==> config.mk <==
export PLATFORM = sky130hd
export DESIGN_NAME = hazard_forward_unit
export DESIGN_NICKNAME = d
export VERILOG_FILES = /design/src/rtl/hazard_forward_unit.sv
export SDC_FILE = /design/constraint.sdc
export NUM_CORES = 1
export LEC_CHECK = 0
export BUFFER_PORTS_ARGS = -buffer_cell sky130_fd_sc_hd__buf_2
export CAP_MARGIN = 10
export CORE_ASPECT_RATIO = 2
export CORE_MARGIN = 5
export CORE_UTILIZATION = 30
export DETAILED_ROUTE_END_ITERATION = 12
export RECOVER_POWER = 50
export SYNTH_ARGS = -nofsm -noshare
export SYNTH_HDL_FRONTEND = slang
export SYNTH_SLANG_ARGS = --single-unit
==> constraint.sdc <==
create_clock -name clk -period 3.15 [get_ports clk]
set_clock_uncertainty 0.2 [all_clocks]
set_input_delay 0.1575 -clock clk [delete_from_list [all_inputs] [get_ports clk]]
set_output_delay 0.1575 -clock clk [all_outputs]
set_load 0.005 [all_outputs]
==> src/rtl/hazard_forward_unit.sv <==
// hazard_forward_unit: tracks the EX, MEM and WB occupants of a 5-stage pipeline
// and produces operand-forwarding selects, load-use stall and bubble controls,
// and a running count of hazard stall cycles.
// Build option: define HAZARD_FORWARDING_EN to compile in forwarding. Without
// it the forward selects stay at 00 and any in-flight producer of an ID source
// stalls the front end until it has left WB.
module hazard_forward_unit (
   input  logic        clk,
   input  logic        rst,
   input  logic [4:0]  id_rs1,
   input  logic [4:0]  id_rs2,
   input  logic        id_uses_rs1,
   input  logic        id_uses_rs2,
   input  logic [4:0]  id_rd,
   input  logic        id_regwrite,
   input  logic        id_is_load,
   input  logic        id_valid,
   input  logic        mem_stall,
   input  logic        flush,
   output logic [1:0]  forwardA,
   output logic [1:0]  forwardB,
   output logic        stall_if_id,
   output logic        bubble_ex,
   output logic [31:0] stall_count
);

   // Shadow pipeline entries: valid bits are control, the rest is payload.
   logic       ex_valid, mem_valid, wb_valid;
   logic [4:0] ex_rd, mem_rd, wb_rd;
   logic       ex_regwrite, mem_regwrite, wb_regwrite;
   logic       ex_is_load, mem_is_load, wb_is_load;
   logic [4:0] ex_rs1, ex_rs2;
   logic       ex_uses_rs1, ex_uses_rs2;

   logic ex_prod, mem_prod, wb_prod;
   logic id_hit_ex, id_hit_mem, id_hit_wb;
   logic hazard;
   logic load_ex;

   // An entry only produces a value when it is real, writes, and is not x0.
   function automatic logic is_producer(input logic valid, input logic regwrite,
                                        input logic [4:0] rd);
      return valid & regwrite & (rd != 5'd0);
   endfunction

   // True when the ID instruction reads register rd through either used source.
   function automatic logic id_reads(input logic valid,
                                     input logic [4:0] rs1, input logic uses1,
                                     input logic [4:0] rs2, input logic uses2,
                                     input logic [4:0] rd);
      return valid & ((uses1 & (rs1 == rd)) | (uses2 & (rs2 == rd)));
   endfunction

   // Operand select for one EX source: MEM ALU result beats WB value.
   function automatic logic [1:0] fwd_sel(input logic used, input logic [4:0] src,
                                          input logic mem_ok, input logic [4:0] mrd,
                                          input logic wb_ok, input logic [4:0] wrd);
      if (!used)                      return 2'b00;
      else if (mem_ok && mrd == src)  return 2'b10;
      else if (wb_ok && wrd == src)   return 2'b01;
      else                            return 2'b00;
   endfunction

   // Producer qualification and ID source matching against each stage.
   always_comb begin
      ex_prod    = is_producer(ex_valid, ex_regwrite, ex_rd);
      mem_prod   = is_producer(mem_valid, mem_regwrite, mem_rd);
      wb_prod    = is_producer(wb_valid, wb_regwrite, wb_rd);
      id_hit_ex  = id_reads(id_valid, id_rs1, id_uses_rs1, id_rs2, id_uses_rs2, ex_rd);
      id_hit_mem = id_reads(id_valid, id_rs1, id_uses_rs1, id_rs2, id_uses_rs2, mem_rd);
      id_hit_wb  = id_reads(id_valid, id_rs1, id_uses_rs1, id_rs2, id_uses_rs2, wb_rd);
   end

`ifdef HAZARD_FORWARDING_EN
   // Only a load in EX cannot be bypassed in time; everything else forwards.
   logic unused_attrs;
   assign unused_attrs = ^{wb_is_load, mem_prod & id_hit_mem, wb_prod & id_hit_wb};

   // Forward selects derived purely from registered state.
   always_comb begin
      hazard   = ex_prod & ex_is_load & id_hit_ex;
      forwardA = 2'b00;
      forwardB = 2'b00;
      if (ex_valid) begin
         forwardA = fwd_sel(ex_uses_rs1, ex_rs1, mem_prod & ~mem_is_load, mem_rd,
                            wb_prod, wb_rd);
         forwardB = fwd_sel(ex_uses_rs2, ex_rs2, mem_prod & ~mem_is_load, mem_rd,
                            wb_prod, wb_rd);
      end
   end
`else
   // Without bypass paths every in-flight producer of an ID source must drain.
   logic unused_attrs;
   assign unused_attrs = ^{ex_is_load, mem_is_load, wb_is_load, ex_rs1, ex_rs2,
                           ex_uses_rs1, ex_uses_rs2,
                           fwd_sel(1'b0, 5'd0, 1'b0, 5'd0, 1'b0, 5'd0)};

   // Stall on any producer match; operands always come from the register file.
   always_comb begin
      hazard   = (ex_prod & id_hit_ex) | (mem_prod & id_hit_mem) | (wb_prod & id_hit_wb);
      forwardA = 2'b00;
      forwardB = 2'b00;
   end
`endif

   // Flush dominates: the redirected ID slot is discarded, so no stall is raised.
   always_comb begin
      stall_if_id = ~flush & hazard;
      bubble_ex   = flush | stall_if_id;
      load_ex     = id_valid & ~flush & ~stall_if_id;
   end

   // Control state: valid bits and the stall counter; frozen while memory stalls.
   always_ff @(posedge clk) begin
      if (rst) begin
         ex_valid    <= 1'b0;
         mem_valid   <= 1'b0;
         wb_valid    <= 1'b0;
         stall_count <= 32'd0;
      end else if (!mem_stall) begin
         wb_valid  <= mem_valid;
         mem_valid <= ex_valid;
         ex_valid  <= load_ex;
         if (stall_if_id)
            stall_count <= stall_count + 32'd1;
      end
   end

   // Payload shift; contents are only meaningful when the matching valid is set.
   always_ff @(posedge clk) begin
      if (!mem_stall) begin
         wb_rd        <= mem_rd;
         wb_regwrite  <= mem_regwrite;
         wb_is_load   <= mem_is_load;
         mem_rd       <= ex_rd;
         mem_regwrite <= ex_regwrite;
         mem_is_load  <= ex_is_load;
         if (load_ex) begin
            ex_rd       <= id_rd;
            ex_regwrite <= id_regwrite;
            ex_is_load  <= id_is_load;
            ex_rs1      <= id_rs1;
            ex_rs2      <= id_rs2;
            ex_uses_rs1 <= id_uses_rs1;
            ex_uses_rs2 <= id_uses_rs2;
         end
      end
   end

endmodule

# Yosys cells after proc, flatten, opt, wreduce, memory -nomap -nowiden
# Index checks and enable logic that the tools add are counted.
dict set report word_totals {
  out_inout_bits 38
  elab_cells 52
  in_bits 24
  regBits 53
}
dict set report classes {
  eq_ne 6
  reduce_logical 5
  bitwise 30
  add_sub_neg 1
}
# op count
set ops {}
lappend ops {{adder 32 x 1 -> 32 bit (second input constant)} 1}
lappend ops {{== test 5 bit} 6}
lappend ops {{AND 1 bit} 21}
lappend ops {{nonzero test 5 bit} 3}
lappend ops {{bitwise OR 1 bit} 6}
lappend ops {{AND reduction 2 bit} 2}
lappend ops {{NOT 1 bit} 3}

# Longest topological paths before layout
dict set report depth {
  depth_word 11
  ltp_mapped 7
  depth_no_buf 6
}

# Worst setup path after synthesis
# OpenSTA, ideal clock, no wires.
dict set report synth_timing {
  kind {register -> register}
  startpoint {register ex_rd[1]}
  endpoint {register stall_count[15]}
  stages_incl_launch_ff 8
  setup_slack_ns 0.919
  period_less_slack_ns 2.231
  setup_time_ns 0.123
  t_required_ns 2.827
  n_path_buf 1
  arrival_time_ns 1.907
  path_cell_list {edfxtp_1 > xor2_1 > nor4_1 > and3_1 > o21ai_4 > buf_8 > a311oi_1 > mux2_1}
}
dict set report synth_via {
  elab_chain_cells 9
  word_cells_on_any_way 13
}
# item line_no
set synth_lines {}
lappend synth_lines {{start, declared} 29} ;# logic [4:0] ex_rd, mem_rd, wb_rd;
lappend synth_lines {{start signal, assigned} 139} ;# ex_rd <= id_rd;
lappend synth_lines {{== test 5 bit} 51} ;# return valid & ((uses1 & (rs1 == rd)) | (uses2 & (rs2 == rd)));
lappend synth_lines {{AND 1 bit} 51}
lappend synth_lines {{bitwise OR 1 bit} 51}
lappend synth_lines {{AND 1 bit} 51}
lappend synth_lines {{AND 1 bit *} 100} ;# hazard = (ex_prod & id_hit_ex) | (mem_prod & id_hit_mem) | (wb_prod & id_hit_wb);
lappend synth_lines {{bitwise OR 1 bit * (2 in series)} 100}
lappend synth_lines {{AND 1 bit *} 108} ;# stall_if_id = ~flush & hazard;
lappend synth_lines {{AND reduction 2 bit (no line) *} n/a}
lappend synth_lines {{end signal, assigned} 125} ;# stall_count <= stall_count + 32'd1;
lappend synth_lines {{end, declared} 24} ;# output logic [31:0] stall_count
# Mark *: on every way between the ends. The rest lies on a longest branch, timed or not.
# A chain may end at the register's enable or synchronous reset.

# Worst setup path in the final report
dict set report layout_timing {
  startpoint {register ex_rd[1]}
  endpoint {register stall_count[9]}
}
# The elaborated chain is that of the path after synthesis.

==> results.md <==
- Outcome: finished, violations left
- Failing checks: capacitance limit, slew limit
- Total die area: about 13000 sq um
- Fin cells: 522
- Endpoint type of the worst setup path: register
- RSZ-0062 raised after global routing: false
- Fmax: 368 MHz
- Max FO, Critical Path: 34
- Number of global-route vias before repair: 2589
- Area Growth Syn to Fin: 16.9%
- Synth warn: 0
- Final Instance Area: 3690 sq um
- Ys flop type: dfxtp_1
- Slowest-stage cell, CP: edfxtp_1
- Cell total after placement: 507
- Worst path top cell family by delay: simple AND/OR/NAND/NOR gates
- Switching share of power: between 20% and 30%
- Wire per inst: 16.3 microns
- Fin crit period: 2720 ps
- Synth cell types: 42
- Grt met1 use: a little over an eighth
- Antenna-violating nets left: 0
- GRT overflow: 0
- Inserted Diodes: 0
- First-pass GRT wire length: 13100 microns
- Avg Synthesized Cell Area: between 9 and 10 sq um
- Post-CTS Setup Inserts: 0
- Die X: just over 80 microns
- HP Class: input port to register
- Finished Core Util: between 30% and 40%
- Worst setup endpoint: stall_count[9]$_SDFFE_PP0P_
- Overall Global Routing Usage: 13.4%
- Die Ht: 155 microns
- CTS Sinks: between 50 and 60
- Buf/Inv on CP: 0
- Setup crit start: ex_rd[1]$_DFFE_PP_
- CP peak stage delay: 470 ps
- Pins over their slew limit: 66
- Post-cts resize count: 0
- Hold_sp: id_valid
- Synthesized flop and latch total: 53
- RR Endpoint: stall_count[9]$_SDFFE_PP0P_
- CP cell instances: xor2_1 -> nor4_1 -> and3_1 -> o21ai_4 -> a311oi_1 -> mux2_2
- Largest net degree at the start of global routing: 66
- R2r setup slk: around 430 ps
- GR Util met3: 1.91%
- Power per cell area: 375 nW/um^2
- Pre-antenna DRT Iters: 4
- Final nets: between 400 and 500
- Top Ports: slightly above 60
- R2R depth: 6
- Worst-margin pin slew: roughly 2600 ps
- H-tree level count: 2
- Gr busiest metal: met2
- Row Count: 53
- Area after DPL: 3500 sq um
- Vias per inst: 5.17
- Critical Path AT: 2710 ps
- Drt drc: 0
- First DRT Iteration DRCs: approximately 160
- Worst vdd ir: 0.213 mV
- Post-synth EDFFs: 18
- Setup slack at placement: 402 ps
- Relative slew slack: -75.4%
- Final WL: 8490 microns
- Skew-Pair Late Insertion Delay: 300 ps
- WS Path Type: register to register
- Crit Reg-Reg Startpoint: ex_rd[1]$_DFFE_PP_
- Critical Path Stages: 6
- Leakage: between 1 and 1.5 nW
- Maximum clock path buffer count: 2
- Final worst slack: 430 ps
- Starting Density: 30.3%
- Root Buffer: clkbuf_16
- Flop pwr share: 53.2%
- Clock share of power: 39.7%
- Synthesized area: 3160 sq um
- Asr flop ratio synth: 0%
- Cells after Synth: 331
- Post-synthesis sequential area ratio: 39.3%
- Comb pwr share: 7.1%
- Clock transition at path regs: 70 ps
- IO Port Bufs: 56
- Final setup violation count: 0
- Final period util: 86.3%
- DR vias: 2697
- Switch Pwr: 0.324 mW
- RePlAce Congestion: 0.784
- Hold Vio Cnt, Final: 0
- WP data required: 3140 ps
- FILL cells: 1101
- Initial antenna violation count: 0
- P_int: 1.06 mW
- CTS tree: done
- CTS Hold Bufs: 7
- Clock buffers created by TritonCTS: 5
- Layout cells sized above 1: 14.0%
- CP Launch Type: register
- Met2 Usage GRT: between 20% and 30%
- # Max-Cap Violations: 1
- Detailed Place HPWL: 6260 microns
- Setup tns final: 0 ps
- Core area: around 10000 sq um
## state kept, by name, indices dropped and copies added, names as in the netlist
register,flops
stall_count,32
ex_rd,5
mem_rd,5
wb_rd,5
ex_regwrite,1
ex_valid,1
mem_regwrite,1
mem_valid,1
wb_regwrite,1
wb_valid,1
## metal layers
metal | vias up | share of wire (%) | routed length, microns
met5 | - | 0 | 0
met4 | 0 | 4.1 | 348
met3 | 22 | 4.2 | 360
met2 | 75 | 55 | 4690
met1 | 1296 | 36 | 3100
li1 | 1304 | - | -
## worst min path at each step
| stage | cells after the start | slack, ps | end |
|---|---|---|---|
| after floorplan | 0 | 60 | ex_rd[0]$_DFFE_PP_ |
| after global placement | 1 | 140 | ex_rd[3]$_DFFE_PP_ |
| after detailed placement | 1 | 140 | ex_rd[4]$_DFFE_PP_ |
| after CTS | 4 | 160 | ex_valid$_SDFFE_PP0N_ |
| after global routing | 4 | 190 | ex_valid$_SDFFE_PP0N_ |
| final | 4 | 160 | ex_valid$_SDFFE_PP0N_ |
## power by group through the flow
| stage | sequential [mW] | clock [mW] | combinational [mW] |
|---|---|---|---|
| after floorplan | 0.746 | 0 | 0.0588 |
| after global placement | 0.751 | 0 | 0.0864 |
| after detailed placement | 0.752 | 0 | 0.0888 |
| after CTS | 0.737 | 0.562 | 0.0962 |
| after global routing | 0.738 | 0.592 | 0.108 |
| final | 0.736 | 0.550 | 0.0977 |
## cell usage after synthesis, types with 8 or more instances
library cell,count,area (sq um)
a311oi_1,9,78.8
a31oi_1,22,138
and3_1,13,81.3
buf_4,8,60.1
clkbuf_1,8,30.0
dfxtp_1,35,701
edfxtp_1,18,541
mux2_1,26,293
nand2_1,14,52.6
nand3_1,12,60.1
nand4_1,13,81.3
nor2_1,37,139
nor2b_1,30,188
xor2_1,24,210
## per-stage QoR
| step | power (mW) | hold WS, ps |
|---|---|---|
| 3_3_place_gp | 0.838 | 137 |
| 3_5_place_dp | 0.841 | 136 |
| 4_1_cts | 1.40 | 157 |
| 5_1_grt | 1.44 | 185 |
| 2_1_floorplan | 0.805 | 56.4 |
| 6_report | 1.38 | 158 |
## kinds of logic after synthesis
family                   after synthesis  share of synthesized area, %
AND/OR/NAND/NOR                      142                          24.3
AO/OA/AOI/OAI                         44                          10.7
multiplexers                          32                          11.3
buffers and inverters                 28                          5.43
other                                  1                         0.119
adder cells (fa/ha/maj)                1                         0.396
flip-flops                            53                          39.3
XOR/XNOR                              30                          8.33
## tightest hold or removal path, stage by stage
cell	delay, ps
buf_2	130
and2_1	140
nand4_1	110
a21oi_1	70
## area by class of cell
type / count / area [sq um] / share of cell area (%)
multi-input combinational: 253 / 1750 / 47.6
clock inverter: 2 / 15.0 / 0.407
clock buffer: 6 / 129 / 3.50
timing repair buffer: 67 / 362 / 9.81
sequential: 53 / 1240 / 33.7
inverter: 4 / 15.0 / 0.407
tap: 137 / 171 / 4.65
## cell usage in the layout, fill, tap and decap left out, types with 12 or more instances in the layout
master     n
a31oi_1   22
and3_1    13
buf_2     31
clkbuf_1  26
dfxtp_1   35
edfxtp_1  18
mux2_1    26
nand2_1   14
nand3_1   12
nand4_1   13
nor2_1    37
nor2b_1   30
xor2_1    24
(Power assumes the default switching activity.)
